==> src/rtl/rv16_pkg.sv <==
// Shared definitions for the 16-bit RISC pipeline front end.
package rv16_pkg;

  localparam int XLEN = 16;

  localparam logic [XLEN-1:0] DEFAULT_RESET_PC = 16'h0000;

  // Opcodes that produce redirects; also used by branch control.
  localparam logic [3:0] OP_JLR = 4'b1001;
  localparam logic [3:0] OP_BEQ = 4'b1100;

  typedef enum logic [1:0] {
    IDLE  = 2'd0,
    FETCH = 2'd1,
    DROP  = 2'd2
  } fetch_state_e;

endpackage

==> src/rtl/next_pc_sel.sv <==
// Next-PC mux. The redirect target beats the parked pending target,
// which beats the sequential increment. With no select asserted, pc holds.
module next_pc_sel
  import rv16_pkg::*;
#(
  parameter logic [XLEN-1:0] PC_INC = 16'd1
) (
  input  logic [XLEN-1:0] pc_i,
  input  logic [XLEN-1:0] br_target_i,
  input  logic [XLEN-1:0] jlr_target_i,
  input  logic [XLEN-1:0] pending_i,
  input  logic            is_jlr_i,
  input  logic            sel_target_i,
  input  logic            sel_pending_i,
  input  logic            sel_inc_i,
  output logic [XLEN-1:0] target_o,
  output logic [XLEN-1:0] next_pc_o
);

  // JLR target wins when both branch kinds are flagged.
  assign target_o = is_jlr_i ? jlr_target_i : br_target_i;

  // Priority select of the next PC; the add wraps naturally at 16 bits.
  always_comb begin
    next_pc_o = pc_i;
    if (sel_target_i) begin
      next_pc_o = target_o;
    end else if (sel_pending_i) begin
      next_pc_o = pending_i;
    end else if (sel_inc_i) begin
      next_pc_o = pc_i + PC_INC;
    end
  end

endmodule

==> src/rtl/fetch_redirect_unit.sv <==
// Program counter, instruction fetch handshake and redirect/squash control.
//
// state | meaning
// IDLE  | first cycle out of reset, no request issued
// FETCH | requesting imem at pc, capturing into IF/ID on transfer
// DROP  | redirected while a request was outstanding; finish it, discard
//       | the data, then resume at the parked target
module fetch_redirect_unit
  import rv16_pkg::*;
#(
  parameter logic [XLEN-1:0] RESET_PC = DEFAULT_RESET_PC,
  parameter logic [XLEN-1:0] PC_INC   = 16'd1
) (
  input  logic            clk,
  input  logic            rst_n,
  input  logic            ex_valid,
  input  logic            is_taken,
  input  logic            is_jlr,
  input  logic [XLEN-1:0] br_target,
  input  logic [XLEN-1:0] jlr_target,
  input  logic            stall,
  output logic            imem_req,
  output logic [XLEN-1:0] imem_addr,
  input  logic            imem_ready,
  input  logic [XLEN-1:0] imem_rdata,
  output logic [XLEN-1:0] instr,
  output logic [XLEN-1:0] pc_out,
  output logic            instr_valid,
  output logic            flush_ifid,
  output logic            flush_idex
);

  fetch_state_e    state_q, state_d;
  logic [XLEN-1:0] pc_q, pc_d;
  logic [XLEN-1:0] pending_q, pending_d;
  logic [XLEN-1:0] instr_q, instr_d;
  logic [XLEN-1:0] pc_out_q, pc_out_d;
  logic            valid_q, valid_d;
  logic            flush_q, flush_d;

  logic            redirect;
  logic            xfer;
  logic [XLEN-1:0] target;
  logic            sel_target, sel_pending, sel_inc;

  assign redirect = ex_valid & (is_taken | is_jlr);
  assign xfer     = imem_req & imem_ready;

  next_pc_sel #(.PC_INC(PC_INC)) u_next_pc_sel (
    .pc_i          (pc_q),
    .br_target_i   (br_target),
    .jlr_target_i  (jlr_target),
    .pending_i     (pending_q),
    .is_jlr_i      (is_jlr),
    .sel_target_i  (sel_target),
    .sel_pending_i (sel_pending),
    .sel_inc_i     (sel_inc),
    .target_o      (target),
    .next_pc_o     (pc_d)
  );

  // State register and IF/ID-facing registers.
  always_ff @(posedge clk) begin
    if (!rst_n) begin
      state_q   <= IDLE;
      pc_q      <= RESET_PC;
      pending_q <= '0;
      instr_q   <= '0;
      pc_out_q  <= RESET_PC;
      valid_q   <= 1'b0;
      flush_q   <= 1'b0;
    end else begin
      state_q   <= state_d;
      pc_q      <= pc_d;
      pending_q <= pending_d;
      instr_q   <= instr_d;
      pc_out_q  <= pc_out_d;
      valid_q   <= valid_d;
      flush_q   <= flush_d;
    end
  end

  // Next-state: transfers, stalls and redirects (redirect beats stall).
  always_comb begin
    state_d     = state_q;
    pending_d   = pending_q;
    instr_d     = instr_q;
    pc_out_d    = pc_out_q;
    valid_d     = valid_q;
    flush_d     = 1'b0;
    sel_target  = 1'b0;
    sel_pending = 1'b0;
    sel_inc     = 1'b0;
    case (state_q)
      IDLE: begin
        state_d    = FETCH;
        sel_target = redirect;
      end
      FETCH: begin
        if (redirect) begin
          flush_d = 1'b1;
          valid_d = 1'b0;
          // Outstanding request must complete at its old address first.
          if (imem_req && !imem_ready) begin
            pending_d = target;
            state_d   = DROP;
          end else begin
            sel_target = 1'b1;
          end
        end else if (xfer) begin
          instr_d  = imem_rdata;
          pc_out_d = pc_q;
          valid_d  = 1'b1;
          sel_inc  = 1'b1;
        end else if (!(stall && valid_q)) begin
          valid_d = 1'b0;
        end
      end
      DROP: begin
        valid_d = 1'b0;
        if (redirect) begin
          flush_d   = 1'b1;
          pending_d = target;
        end
        if (imem_ready) begin
          state_d = FETCH;
          if (redirect) begin
            sel_target = 1'b1;
          end else begin
            sel_pending = 1'b1;
          end
        end
      end
      default: state_d = IDLE;
    endcase
  end

  // Outputs: request gating and registered IF/ID values.
  always_comb begin
    imem_req = 1'b0;
    case (state_q)
      FETCH:   imem_req = !(stall && valid_q);
      DROP:    imem_req = 1'b1;
      default: imem_req = 1'b0;
    endcase
    imem_addr   = pc_q;
    instr       = instr_q;
    pc_out      = pc_out_q;
    instr_valid = valid_q;
    flush_ifid  = flush_q;
    flush_idex  = flush_q;
  end

endmodule

==> config.mk <==
export PLATFORM = sky130hd
export DESIGN_NAME = fetch_redirect_unit
export DESIGN_NICKNAME = d
export VERILOG_FILES = /design/src/rtl/rv16_pkg.sv /design/src/rtl/next_pc_sel.sv /design/src/rtl/fetch_redirect_unit.sv
export SDC_FILE = /design/constraint.sdc
export NUM_CORES = 1
export LEC_CHECK = 0
export ABC_AREA = 1
export BUFFER_PORTS_ARGS = -buffer_cell sky130_fd_sc_hd__buf_2
export CAP_MARGIN = 20
export CORE_AREA = 5 5 101 103
export DETAILED_ROUTE_END_ITERATION = 12
export DIE_AREA = 0 0 106 108
export PLACE_DENSITY = 0.58
export SLEW_MARGIN = 20
export SYNTH_ARGS = -nofsm -noshare
export SYNTH_HDL_FRONTEND = slang
export SYNTH_SLANG_ARGS = --single-unit
==> constraint.sdc <==
create_clock -name clk -period 2.2 [get_ports clk]
set_clock_uncertainty 0.05 [all_clocks]
set_input_delay 0.44 -clock clk [delete_from_list [all_inputs] [get_ports clk]]
set_output_delay 0.44 -clock clk [all_outputs]
set_load 0.01 [all_outputs]
* Yosys cells after proc, flatten, opt, wreduce, memory -nomap -nowiden *
Index checks and enable logic that the tools add are counted.

word-level totals
  output and inout port bits = 52
  memory bits (writable) = 0
  memories kept = 0
  word-level logic and storage cells = 60
  bits in latches = 0
  memory bits (read-only) = 0
  input bits = 55
  flip-flop bits (word level) = 68

cells by class
  magnitude comparators = 0
  bitwise gates (word level) = 4
  div/mod/pow operators = 0
  equal/unequal tests = 7
  add/sub/neg operators = 1
  reduce and logical (&&, ||, !) cells = 13
  shifts and indexed selects = 0
  multipliers = 0
  multiplexer cells = 28

operator list
  operator                                       count
  2-to-1 mux 16 bit                              7
  case mux 16 bit (2 select lines)               1
  adder 16 x 1 -> 16 bit, second input constant  1
  2-to-1 mux 1 bit                               13
  inequality test 2 bit, second input constant   4
  2-to-1 mux 2 bit                               3
  case mux 2 bit (3 select lines)                1
  AND reduction 3 bit                            2
  inequality test 4 bit, second input constant   1
  case mux 1 bit (2 select lines)                2
  AND reduction 2 bit                            2
  AND reduction 4 bit                            1
  case mux 1 bit (3 select lines)                1
  nonzero test 3 bit                             1
  AND 1 bit                                      2
  == test 2 x 1 -> 1 bit, second input constant  1
  == test 2 bit, second input constant           1
  logical AND 1 bit                              2
  logical NOT 1 bit                              2
  logical NOT 2 bit                              1
  nonzero test 2 bit                             1
  OR reduction 2 bit                             1
  NOT 1 bit                                      1
  OR 1 bit                                       1

* Longest topological paths before layout *
Gate-level depths: netlist of run 1.

  word-level depth = 10
  mapped depth = 13
  mapped depth without buffers = 13

* Cells and area by module *
Synthesis of run 1 repeated with hierarchy kept, for this count alone.

second synthesis, totals
  cell total of the unflattened synthesis = 524
  area total of the unflattened synthesis = 3683.5 um2

by module, submodules not included
  module               sequential area each (um2)  cells each  area an instance (um2)  instances
  fetch_redirect_unit  1361.3                      338         2691.3                  1
  next_pc_sel          0.0                         186         992.2                   1

* Worst setup path before layout of run 1 *
Ideal clock, no wire load.

  path type = reg-to-reg
  start = register state_q[0]
  end = register pc_out_q[8], in the netlist pc_out[8]
  arrival = 1587 ps
  buffers on the path = 2
  stages on the path, launching flop included = 12
  setup time = 116 ps
  data required time = 2034 ps
  slack = 447 ps
  period minus slack after synthesis = 1753 ps
  cell sequence = dfxtp_1 inv_1 ha_1 inv_1 nor2_2 nand3_1 nor2_4 buf_4 inv_2 buf_2 nor2_1 nor2_1

on the way
  word-level cells in the longest chain between the ends = 4
  elaborated cells on any way between the ends = 5
  those cells by class = eq/ne: 2; mux: 1; bitwise: 1; reduce/logical: 1

RTL lines
  element                                                         line                                                   RTL
  from (decl)                                                     fetch_redirect_unit.sv:33                              fetch_state_e state_q, state_d;
  from (signal assigned)                                          fetch_redirect_unit.sv:73                              state_q <= state_d;
  == test 2 bit / == test 2 x 1 -> 1 bit (equally long branches)  fetch_redirect_unit.sv:141, fetch_redirect_unit.sv:94
  case mux 1 bit (2 select lines)                                 fetch_redirect_unit.sv:141                             case (state_q)
  AND 1 bit                                                       fetch_redirect_unit.sv:47                              assign xfer = imem_req & imem_ready;
  AND reduction 3 bit (no line) *                                 n/a
  to (signal assigned)                                            fetch_redirect_unit.sv:77                              pc_out_q <= pc_out_d;
  to (decl)                                                       fetch_redirect_unit.sv:37                              logic [XLEN-1:0] pc_out_q, pc_out_d;

Every way passes the cells marked *; elsewhere a longest branch is shown, timed or not.
A chain may end at the register's enable or synchronous reset.

* Worst setup path after layout of run 1 *
  start = register state_q[0]
  end = output port imem_req

on the way
  word-level cells in the longest chain between the ends = 2
  elaborated cells on any way between the ends = 3
  those cells by class = eq/ne: 2; mux: 1

RTL lines
  element                                                         line                        RTL
  == test 2 bit / == test 2 x 1 -> 1 bit (equally long branches)  fetch_redirect_unit.sv:141
  case mux 1 bit (2 select lines) *                               fetch_redirect_unit.sv:141
  to (decl)                                                       fetch_redirect_unit.sv:22   output logic imem_req,

Marked as above.

==> out/metrics.yaml, run 1 <==
multiInputGateArea_um2: 1710
ys_seq_elements: 68
synthTopCellsByArea: "dfxtp_1 40%, nor2_1 9.5%, o21ai_0 8.0%"
clock_latency_ns: 0.35
wl_per_cell_um: 13.7
end_kind: "output port"
synth_area_um2: 3370
grt_pass1_vias: 3148
final_common_cell: "buf_2"
num_vias: 3311
finalSetupTns_ns: 0
numCtsBuffers: 9
slowest_delay_ns: 0.38
root_buffer: "clkbuf_8"
synth-xor-area-share_pct: 0.780
seqCellArea_um2: 1360
drive_gt1_share_pct: 27.0
period_needed_ns: 2.04
synthCells: 469
ys_async_sr_fraction_pct: 0
ys.flop_type: "dfxtp_1"
hold_start: "imem_rdata[10]"
diodes: 0
synth_edf_count: 0
critPathKind: "reg -> out"
cp_data_arrival_time_ns: 1.55
portBuffers: 106
cts.reportedPaths.clkPinSlew_ns: 0.07
final_cell_mix: "106 x buf_2, 85 x nor2_1, 68 x dfxtp_1"
netlist.top_cell.by_area: "dfxtp_1"
critPathRequiredTime_ns: 1.71
die_w_um: 106
muxShareOfSynthArea_pct: 5.01
critPathMostFrequentCell: "inv_1"
synth_adder_area_share_pct: 1.86
top_layer: "met4"
cts_sinks: 68
p_per_area_nw_per_um2: 1000
synth_nets: 529
cts_max_path_buffers: 2
maxCapViolCount: 0
gp_congestion: 0.878
totalWireLength_mm: 9.40
start_util_pct: 37.0
critPathMaxFanout: 4
maxSlewViolCount: 0
timing.rr.start: "state_q[0]$_SDFFE_PN0P_"
drc_errors: 0
finalNonFillerCells: 685
slew_headroom_pct: 68.9
grt_max_degree: 49
first_pass_iters: 4
dp_cells: 670
cp_cell_sequence: "inv_1 > ha_1 > inv_1 > nor2_2 > nand2_1 > inv_1 > buf_2"
synth_warnings: 0
grtUsageTotal_pct: 16.3
fin_nets: 630
worstMarginPinSlew_ns: 0.466
met2_length_mm: 4.25
tritoncts: "done"
holdWs_ns: 0.264
met3WireLength_um: 634
drt_iter0_markers: 157
synth_compound_area_share_pct: 19.5
antenna_found_initial: 0
dp_hpwl_mm: 7.06
min_path_type: "in -> reg"
max_freq_mhz: 491
placementRows: 35
fin_crit_sh_pct: 92.5
cts_hold_buf: 0
vias_per_cell: 4.83
io_pins: 107
status: "finished clean"
postSynthAreaPerCell_um2: 7.18
power_leakage_uw: 0.00202
synth_cell_types: 31
final-hold-violation-count: 0
h-tree-depth: 3
synth_top_area_share_pct: 40.4
synth_top_family_by_area: "simple AND/OR/NAND/NOR gates"
ant_nets: 0
cp-start-kind: "register"
grt-ovfl-total: 0
area_delta_synth_final_pct: 24.6
nFillCells: 966
vdd_drop_max_v: 0.000319
cpMaxStageDelayCell: "dfxtp_1"
grt_pass1_wl_mm: 15.1
synth-simple-area-share_pct: 23.5
wl_met1_mm: 4.42
synth-seq-area-share_pct: 40.4
dieHeight_um: 108
core_region_area_um2: 9110
setup_viol_count_final: 0
die_area_um2: 11400
cp-startpoint: "state_q[0]$_SDFFE_PN0P_"
[critical path, delay by kind of cell, from the launching register on]
kind / cells / cell delay [ns]
fa+ha+maj: 1 / 0.30
buf+inv: 4 / 0.32
flops: 1 / 0.38
simple gates: 2 / 0.21
[layer usage]
layer	track usage, %	vias to the layer above
li1	-	1758
met1	21.2	1447
met2	26.6	99
met3	3.52	7
met4	6.29	0
met5	0	-
[worst paths after layout]
| kind | to | slack (ns) | depth (start not counted) |
|---|---|---|---|
| max | imem_req | 0.16 | 7 |
| min | instr[10]$_SDFFE_PN0P_ | 0.26 | 3 |
| max reg2reg | pending_q[10]$_SDFFE_PN0P_ | 0.23 | 9 |
| min reg2reg | pending_q[2]$_SDFFE_PN0P_ | 0.40 | 2 |
[kinds of logic after synthesis]
logic type	count (synthesis)
simple gates	189
compound gates	123
flops	68
buf+inv	65
mux	16
fa+ha+maj	5
xor+xnor	3
[synth_stat cells (2+ instances only)]
cell type and number:
xor2_1 3, nor2_1 85, inv_1 32, mux2_2 7
o21ai_1 17, nor2_2 3, o211ai_1 2, nand3_1 27
buf_6 2, nor3_1 6, mux2i_1 9, nand2_1 60
buf_4 7, inv_2 3, buf_2 11, a21oi_1 41
clkbuf_1 9, a311oi_1 6, o21ai_0 54, nand2_2 3
dfxtp_1 68, ha_1 5
[power by group]
group / internal [uW] / leakage, uW / switching (uW)
clock: 612 / 0.000103 / 462
combinational: 567 / 0.00137 / 925
sequential: 1450 / 0.000553 / 193
total: 2620 / 0.00202 / 1580
[flip-flops by register name, summed over array words and instances (netlist names)]
signal	cells
imem_addr	16
instr	16
pc_out	16
pending_q	16
state_q	2
flush_idex	1
instr_valid	1
[repair_timing]
item	4_1_cts	5_1_grt
buffers inserted	0	0
setup endpoints to repair	0	39
resized for setup	0	4
[stage by stage]
| stage | total power (uW) | area (um2) | worst slack [ns] | utilization (%) |
|---|---|---|---|---|
| after detailed placement | 3160 | 3980 | 0.121 | 43.7 |
| final | 4210 | 4200 | 0.164 | 46.1 |
| after floorplan | 2680 | 3370 | 0.447 | - |
| after CTS | 4240 | 4190 | 0.0907 | 46.0 |
| after global placement | 3130 | 3980 | 0.196 | 43.7 |
| after global routing | 4540 | 4200 | -0.000492 | 46.1 |
[cell type report]
type	count	area share (%)
multi-input combinational	336	40.8
sequential	68	32.4
timing repair buffer	119	15.3
clock buffer	14	4.11
inverter	36	3.34
tap	111	3.31
clock inverter	1	0.716
Power figures use the tool's default switching activity.
==> inputs of run 2 (changes only) <==
--- a/config.mk
+++ b/config.mk
@@ -6,12 +6,12 @@
 export NUM_CORES = 1
 export LEC_CHECK = 0
 export ABC_AREA = 1
+export ABC_CLOCK_PERIOD_IN_PS = 1700
 export BUFFER_PORTS_ARGS = -buffer_cell sky130_fd_sc_hd__buf_2
 export CAP_MARGIN = 20
 export CORE_AREA = 5 5 101 103
 export DETAILED_ROUTE_END_ITERATION = 12
 export DIE_AREA = 0 0 106 108
-export PLACE_DENSITY = 0.58
 export SLEW_MARGIN = 20
 export SYNTH_ARGS = -nofsm -noshare
 export SYNTH_HDL_FRONTEND = slang
==> constraint.sdc (replaced) <==
create_clock -name clk -period 1.7 [get_ports clk]
set_clock_uncertainty 0.05 [all_clocks]
set_input_delay 0.34 -clock clk [delete_from_list [all_inputs] [get_ports clk]]
set_output_delay 0.34 -clock clk [all_outputs]
set_load 0.01 [all_outputs]
==> run 2 against run 1 <==
The run now ends with negative setup slack left. Non-clock buffer count grew 50. Global-route usage grew 1.5 points. Power grew 57%. First-iteration DRC count grew 4.5%. Critical endpoint is now imem_addr[9]$_SDFFE_PN0P_.
==> out/metrics.yaml, run 2 (synthesis results as in run 1) <==
placementRows: 35
grt_pass1_wl_mm: 16.6
start_util_pct: 37.0
grt_max_degree: 56
rsz0062_at_grt: "true"
antenna_found_initial: 0
worstMarginPinSlew_ns: 0.467
clockPowerShare_pct: 21.6
min_path_type: "in -> reg"
critPathKind: "reg -> reg"
drt_iter0_markers: 164
intPower_uw: 4080
clock_latency_ns: 0.35
ant_nets: 0
hold_start: "imem_rdata[7]"
dp_worst_setup_slack_ns: -0.232
dieHeight_um: 108
dp_hpwl_mm: 7.22
finalNonFillerCells: 736
core_region_area_um2: 9110
final_cell_mix: "107 x buf_2, 66 x dfxtp_1, 62 x nor2_1"
utilization_pct: 55.5
drc_errors: 0
io_pins: 107
combinationalPowerShare_pct: 46.4
numCtsBuffers: 9
cts_max_path_buffers: 2
fin_crit_sh_pct: 109
critPathMaxFanout: 5
cp-start-kind: "register"
cts_sinks: 68
period_needed_ns: 1.85
die_w_um: 106
power_frac_seq_pct: 32.0
slew_headroom_pct: 68.8
holdWs_ns: 0.153
grt-ovfl-total: 0
end_kind: "register"
tritoncts: "done"
swShare_pct: 38.4
violations: "negative setup slack"
drive_gt1_share_pct: 43.8
root_buffer: "clkbuf_8"
vias_per_cell: 5.00
cp_cell_sequence: "inv_4 > ha_4 > inv_4 > buf_4 > nor2_2 > nand2_1 > nand2_2 > nand2_4 > nand2_4 > clkbuf_16 > o21ai_2 > nor2_1 > nor2_1"
vdd_drop_max_v: 0.000721
totalWireLength_mm: 10.6
area_delta_synth_final_pct: 50.0
maxCapViolCount: 0
maxSlewViolCount: 0
max_freq_mhz: 540
cp-startpoint: "state_q[0]$_SDFFE_PN0P_"
h-tree-depth: 3
power.switching_uw: 2540
worst_slack_ns: -0.152
power_leakage_uw: 0.00235
wl_per_cell_um: 14.4
grtUsageTotal_pct: 17.8
setup_viol_count_final: 44
gp_congestion: 0.842
diodes: 0
final-hold-violation-count: 0
fin_nets: 680
cpMaxStageDelayCell: "dfxtp_4"
cp_data_arrival_time_ns: 2.05
dp_cells: 698
cts.reportedPaths.clkPinSlew_ns: 0.08
final_common_cell: "buf_2"
cts_hold_buf: 0
p_per_area_nw_per_um2: 1310
grt_pass1_vias: 3456
die_area_um2: 11400
power_uw: 6620
status: "finished with violations"
first_pass_iters: 5
timing.rr.start: "state_q[0]$_SDFFE_PN0P_"
critPathRequiredTime_ns: 1.90
slowest_delay_ns: 0.37
portBuffers: 106
num_vias: 3680
run 2: changes by cell type in the layout (fill, tap and decap cells not counted), sizes merged:
cell and delta:
inv +1, clkbuf -1, clkinv +1, buf +48, clkinvlp +2
run 2: final timing paths:
path	endpoint	slack (ns)	cells past startpoint
setup / recovery	imem_addr[9]$_SDFFE_PN0P_	-0.15	13
hold / removal	instr[7]$_SDFFE_PN0P_	0.15	3
setup reg to reg	imem_addr[9]$_SDFFE_PN0P_	-0.15	13
hold reg to reg	pending_q[1]$_SDFFE_PN0P_	0.40	2
run 2: cell type report:
type                    count  area, um2
repair buffers            169       1190
inverters                  36        160
multi-input cells         336       1990
fillers                   916       4060
clock inverters             5       58.8
flip-flops and latches     68       1370
clock buffers              11        151
well taps                 111        139
run 2: timing repair:
| action | in CTS | in global routing |
|---|---|---|
| buffers inserted | 13 | 6 |
| gates cloned | 5 | 3 |
| pin swaps | 8 | 32 |
| setup endpoints to repair | 68 | 68 |
| resized for setup | 59 | 67 |
run 2: routing by layer:
layer	track usage [%]	part of all wire, %	up-vias
met5	0	0	-
met4	6.38	1.4	0
met3	3.16	5.8	16
met2	29.6	48	131
met1	23.4	45	1675
li1	-	-	1858
run 2: critical path, delay by kind of cell, from the launching register on:
family                   cells  cell delay (ns)
AND/OR/NAND/NOR              7             0.63
AO/OA/AOI/OAI                1             0.04
flip-flops                   1             0.37
buffers and inverters        4             0.38
adder cells (fa/ha/maj)      1             0.27
run 2: power by group through the flow:
stage          Combinational [uW]  Clock [uW]  Sequential [uW]
5_1_grt                      3360        1550             2160
4_1_cts                      2620        1450             2090
3_5_place_dp                 2270           0             2130
3_3_place_gp                 2240           0             2120
2_1_floorplan                1290           0             2190
6_report                     3070        1430             2120
run 2: metrics by stage:
step,TNS (ns),area [um2]
6_report,-2.75,5050
5_1_grt,-8.08,5050
4_1_cts,-3.70,4870
3_5_place_dp,-11.85,4240
3_3_place_gp,-6.08,4240
2_1_floorplan,-0.0396,3370
==> inputs of run 3 (changes only) <==
--- a/config.mk
+++ b/config.mk
@@ -12,6 +12,7 @@
 export CORE_AREA = 5 5 101 103
 export DETAILED_ROUTE_END_ITERATION = 12
 export DIE_AREA = 0 0 106 108
+export REMOVE_ABC_BUFFERS = 1
 export SLEW_MARGIN = 20
 export SYNTH_ARGS = -nofsm -noshare
 export SYNTH_HDL_FRONTEND = slang
==> run 3 against run 2 <==
The run still ends with negative setup slack left. Sequential power hardly changed. Setup slack got worse by 0.12 ns. Via count is 3.2% higher. Combinational power increased by 12%. Power rose by 12%. Critical path depth fell by 1. Register-to-register slack worse by 0.12 ns. Routed wire length grew 17%. Cell count increased by 1.1%. Count of clock-buffer cells in the layout shrank 1. Largest cell class unchanged. Highest routed layer unchanged.
==> out/metrics.yaml, run 3 (synthesis results as in run 1) <==
cp-endpoint: "imem_addr[7]$_SDFFE_PN0P_"
start_util_pct: 37.0
power_leakage_uw: 0.00248
power_frac_seq_pct: 28.6
worstMarginPinSlew_ns: 0.535
drc_errors: 0
min_path_type: "in -> reg"
critPathMaxFanout: 7
vdd_drop_max_v: 0.000716
rsz0062_at_grt: "true"
final-hold-violation-count: 0
ant_nets: 0
cts_hold_buf: 0
vias_per_cell: 5.10
wl_met1_mm: 5.05
grt_pass1_vias: 3653
critPathKind: "reg -> reg"
critPathRequiredTime_ns: 1.90
area_delta_synth_final_pct: 64.5
setup_viol_count_final: 68
top_layer: "met4"
cts_sinks: 68
max_freq_mhz: 508
met2_length_mm: 6.52
drt_iter0_markers: 184
placed_area_um2: 4250
critPathMostFrequentCell: "nor2_4"
cts_max_path_buffers: 2
dp_cells: 701
clockPowerShare_pct: 24.8
grt_max_degree: 28
wl_per_cell_um: 16.7
r2r-end: "imem_addr[7]$_SDFFE_PN0P_"
core_region_area_um2: 9110
maxCapViolCount: 0
slowest_delay_ns: 0.39
violations: "negative setup slack"
ff2ff_setup_slack_ns: -0.27
first_pass_iters: 4
dieHeight_um: 108
fin_crit_sh_pct: 116
swShare_pct: 37.6
power.switching_uw: 2790
die_area_um2: 11400
cp.depth: 12
intPower_uw: 4630
fin_nets: 688
clock_latency_ns: 0.36
end_kind: "register"
grt_pass1_wl_mm: 18.1
diodes: 0
grt-ovfl-total: 0
h-tree-depth: 3
cp-startpoint: "state_q[1]$_SDFFE_PN0P_"
final_cell_area_um2: 5540
finalNonFillerCells: 744
final_cell_mix: "107 x buf_2, 66 x dfxtp_1, 55 x nand2_1"
placementRows: 35
cpLargestDelayFamily: "simple AND/OR/NAND/NOR gates"
io_pins: 107
r2r_cells: 12
tritoncts: "done"
worst_slack_ns: -0.269
dp_hpwl_mm: 7.65
numCtsBuffers: 9
status: "finished with violations"
met3WireLength_um: 598
timing.critical_path.buf_inv: 4
antenna_found_initial: 0
period_needed_ns: 1.97
cp-start-kind: "register"
drive_gt1_share_pct: 50.2
timing.rr.start: "state_q[1]$_SDFFE_PN0P_"
portBuffers: 106
cp_cell_sequence: "inv_4 > ha_4 > inv_4 > nor2_4 > nand3_4 > nor2_4 > nor2_4 > nand2_8 > clkbuf_16 > inv_12 > nor2_1 > nor2_1"
root_buffer: "clkbuf_8"
cpMaxStageDelayCell: "dfxtp_4"
cts.reportedPaths.clkPinSlew_ns: 0.08
cp_data_arrival_time_ns: 2.17
num_vias: 3797
gp_congestion: 0.857
grtUsageTotal_pct: 20.0
maxSlewViolCount: 0
final_common_cell: "buf_2"
utilization_pct: 60.8
totalWireLength_mm: 12.4
slew_headroom_pct: 64.3
nFillCells: 785
p_per_area_nw_per_um2: 1340
combinationalPowerShare_pct: 46.5
die_w_um: 106
==> run 3: power groups by stage <==
| stage | sequential (uW) | combinational (uW) | clock, uW |
|---|---|---|---|
| 5_1_grt | 2160 | 3730 | 1930 |
| 2_1_floorplan | 2190 | 1140 | 0 |
| 6_report | 2130 | 3450 | 1840 |
| 4_1_cts | 2100 | 2840 | 1850 |
| 3_3_place_gp | 2100 | 2320 | 0 |
| 3_5_place_dp | 2110 | 2350 | 0 |
==> run 3: tightest hold or removal path, delay by kind of cell <==
kind                   cells  cell delay, ns
and+or+nand+nor            2            0.09
buffers and inverters      1            0.08
==> run 3: per-layer routing <==
layer  GRT usage [%]  vias up
met2            35.9      111
met3            3.34       22
met4            7.31        0
met1            24.0     1783
li1                -     1881
met5               0        -
==> run 3: area by class of cell <==
type / instances / area [um2] / area share [%]
multi-input cells: 336 / 2190 / 39.6
flip-flops and latches: 68 / 1370 / 24.7
repair buffers: 174 / 1350 / 24.3
inverters: 36 / 178 / 3.21
well taps: 111 / 139 / 2.51
clock buffers: 10 / 138 / 2.48
clock inverters: 6 / 134 / 2.42
repair inverters: 3 / 42.5 / 0.768
==> run 3: repair_timing <==
action / CTS / global route
pin swaps: 18 / 39
gates resized for setup: 103 / 109
cloned: 10 / 3
buffers inserted: 10 / 6
setup endpoints to repair: 67 / 68
hold endpoints to repair: 0 / 0
==> run 3: stage by stage <==
| stage | hold WS (ns) | worst slack, ns | setup TNS, ns | power [uW] |
|---|---|---|---|---|
| floorplan | 0.372 | -0.583 | -23.82 | 3330 |
| global placement | 0.382 | -0.178 | -7.11 | 4430 |
| detailed placement | 0.391 | -0.302 | -12.96 | 4460 |
| CTS | 0.141 | -0.208 | -5.41 | 6790 |
| global route | 0.155 | -0.346 | -17.29 | 7820 |
| finish | 0.145 | -0.269 | -12.40 | 7420 |
==> run 3: worst min path at each step <==
stage                         startpoint                         to  slack, ns  cells past startpoint
2_1_floorplan  pending_q[2]$_SDFFE_PN0P_  pending_q[2]$_SDFFE_PN0P_       0.37                      2
3_3_place_gp   pending_q[2]$_SDFFE_PN0P_  pending_q[2]$_SDFFE_PN0P_       0.38                      2
3_5_place_dp   pending_q[2]$_SDFFE_PN0P_  pending_q[2]$_SDFFE_PN0P_       0.39                      2
4_1_cts                   imem_rdata[10]     instr[10]$_SDFFE_PN0P_       0.14                      3
5_1_grt                    imem_rdata[4]      instr[4]$_SDFFE_PN0P_       0.15                      3
6_report                  imem_rdata[13]     instr[13]$_SDFFE_PN0P_       0.15                      3
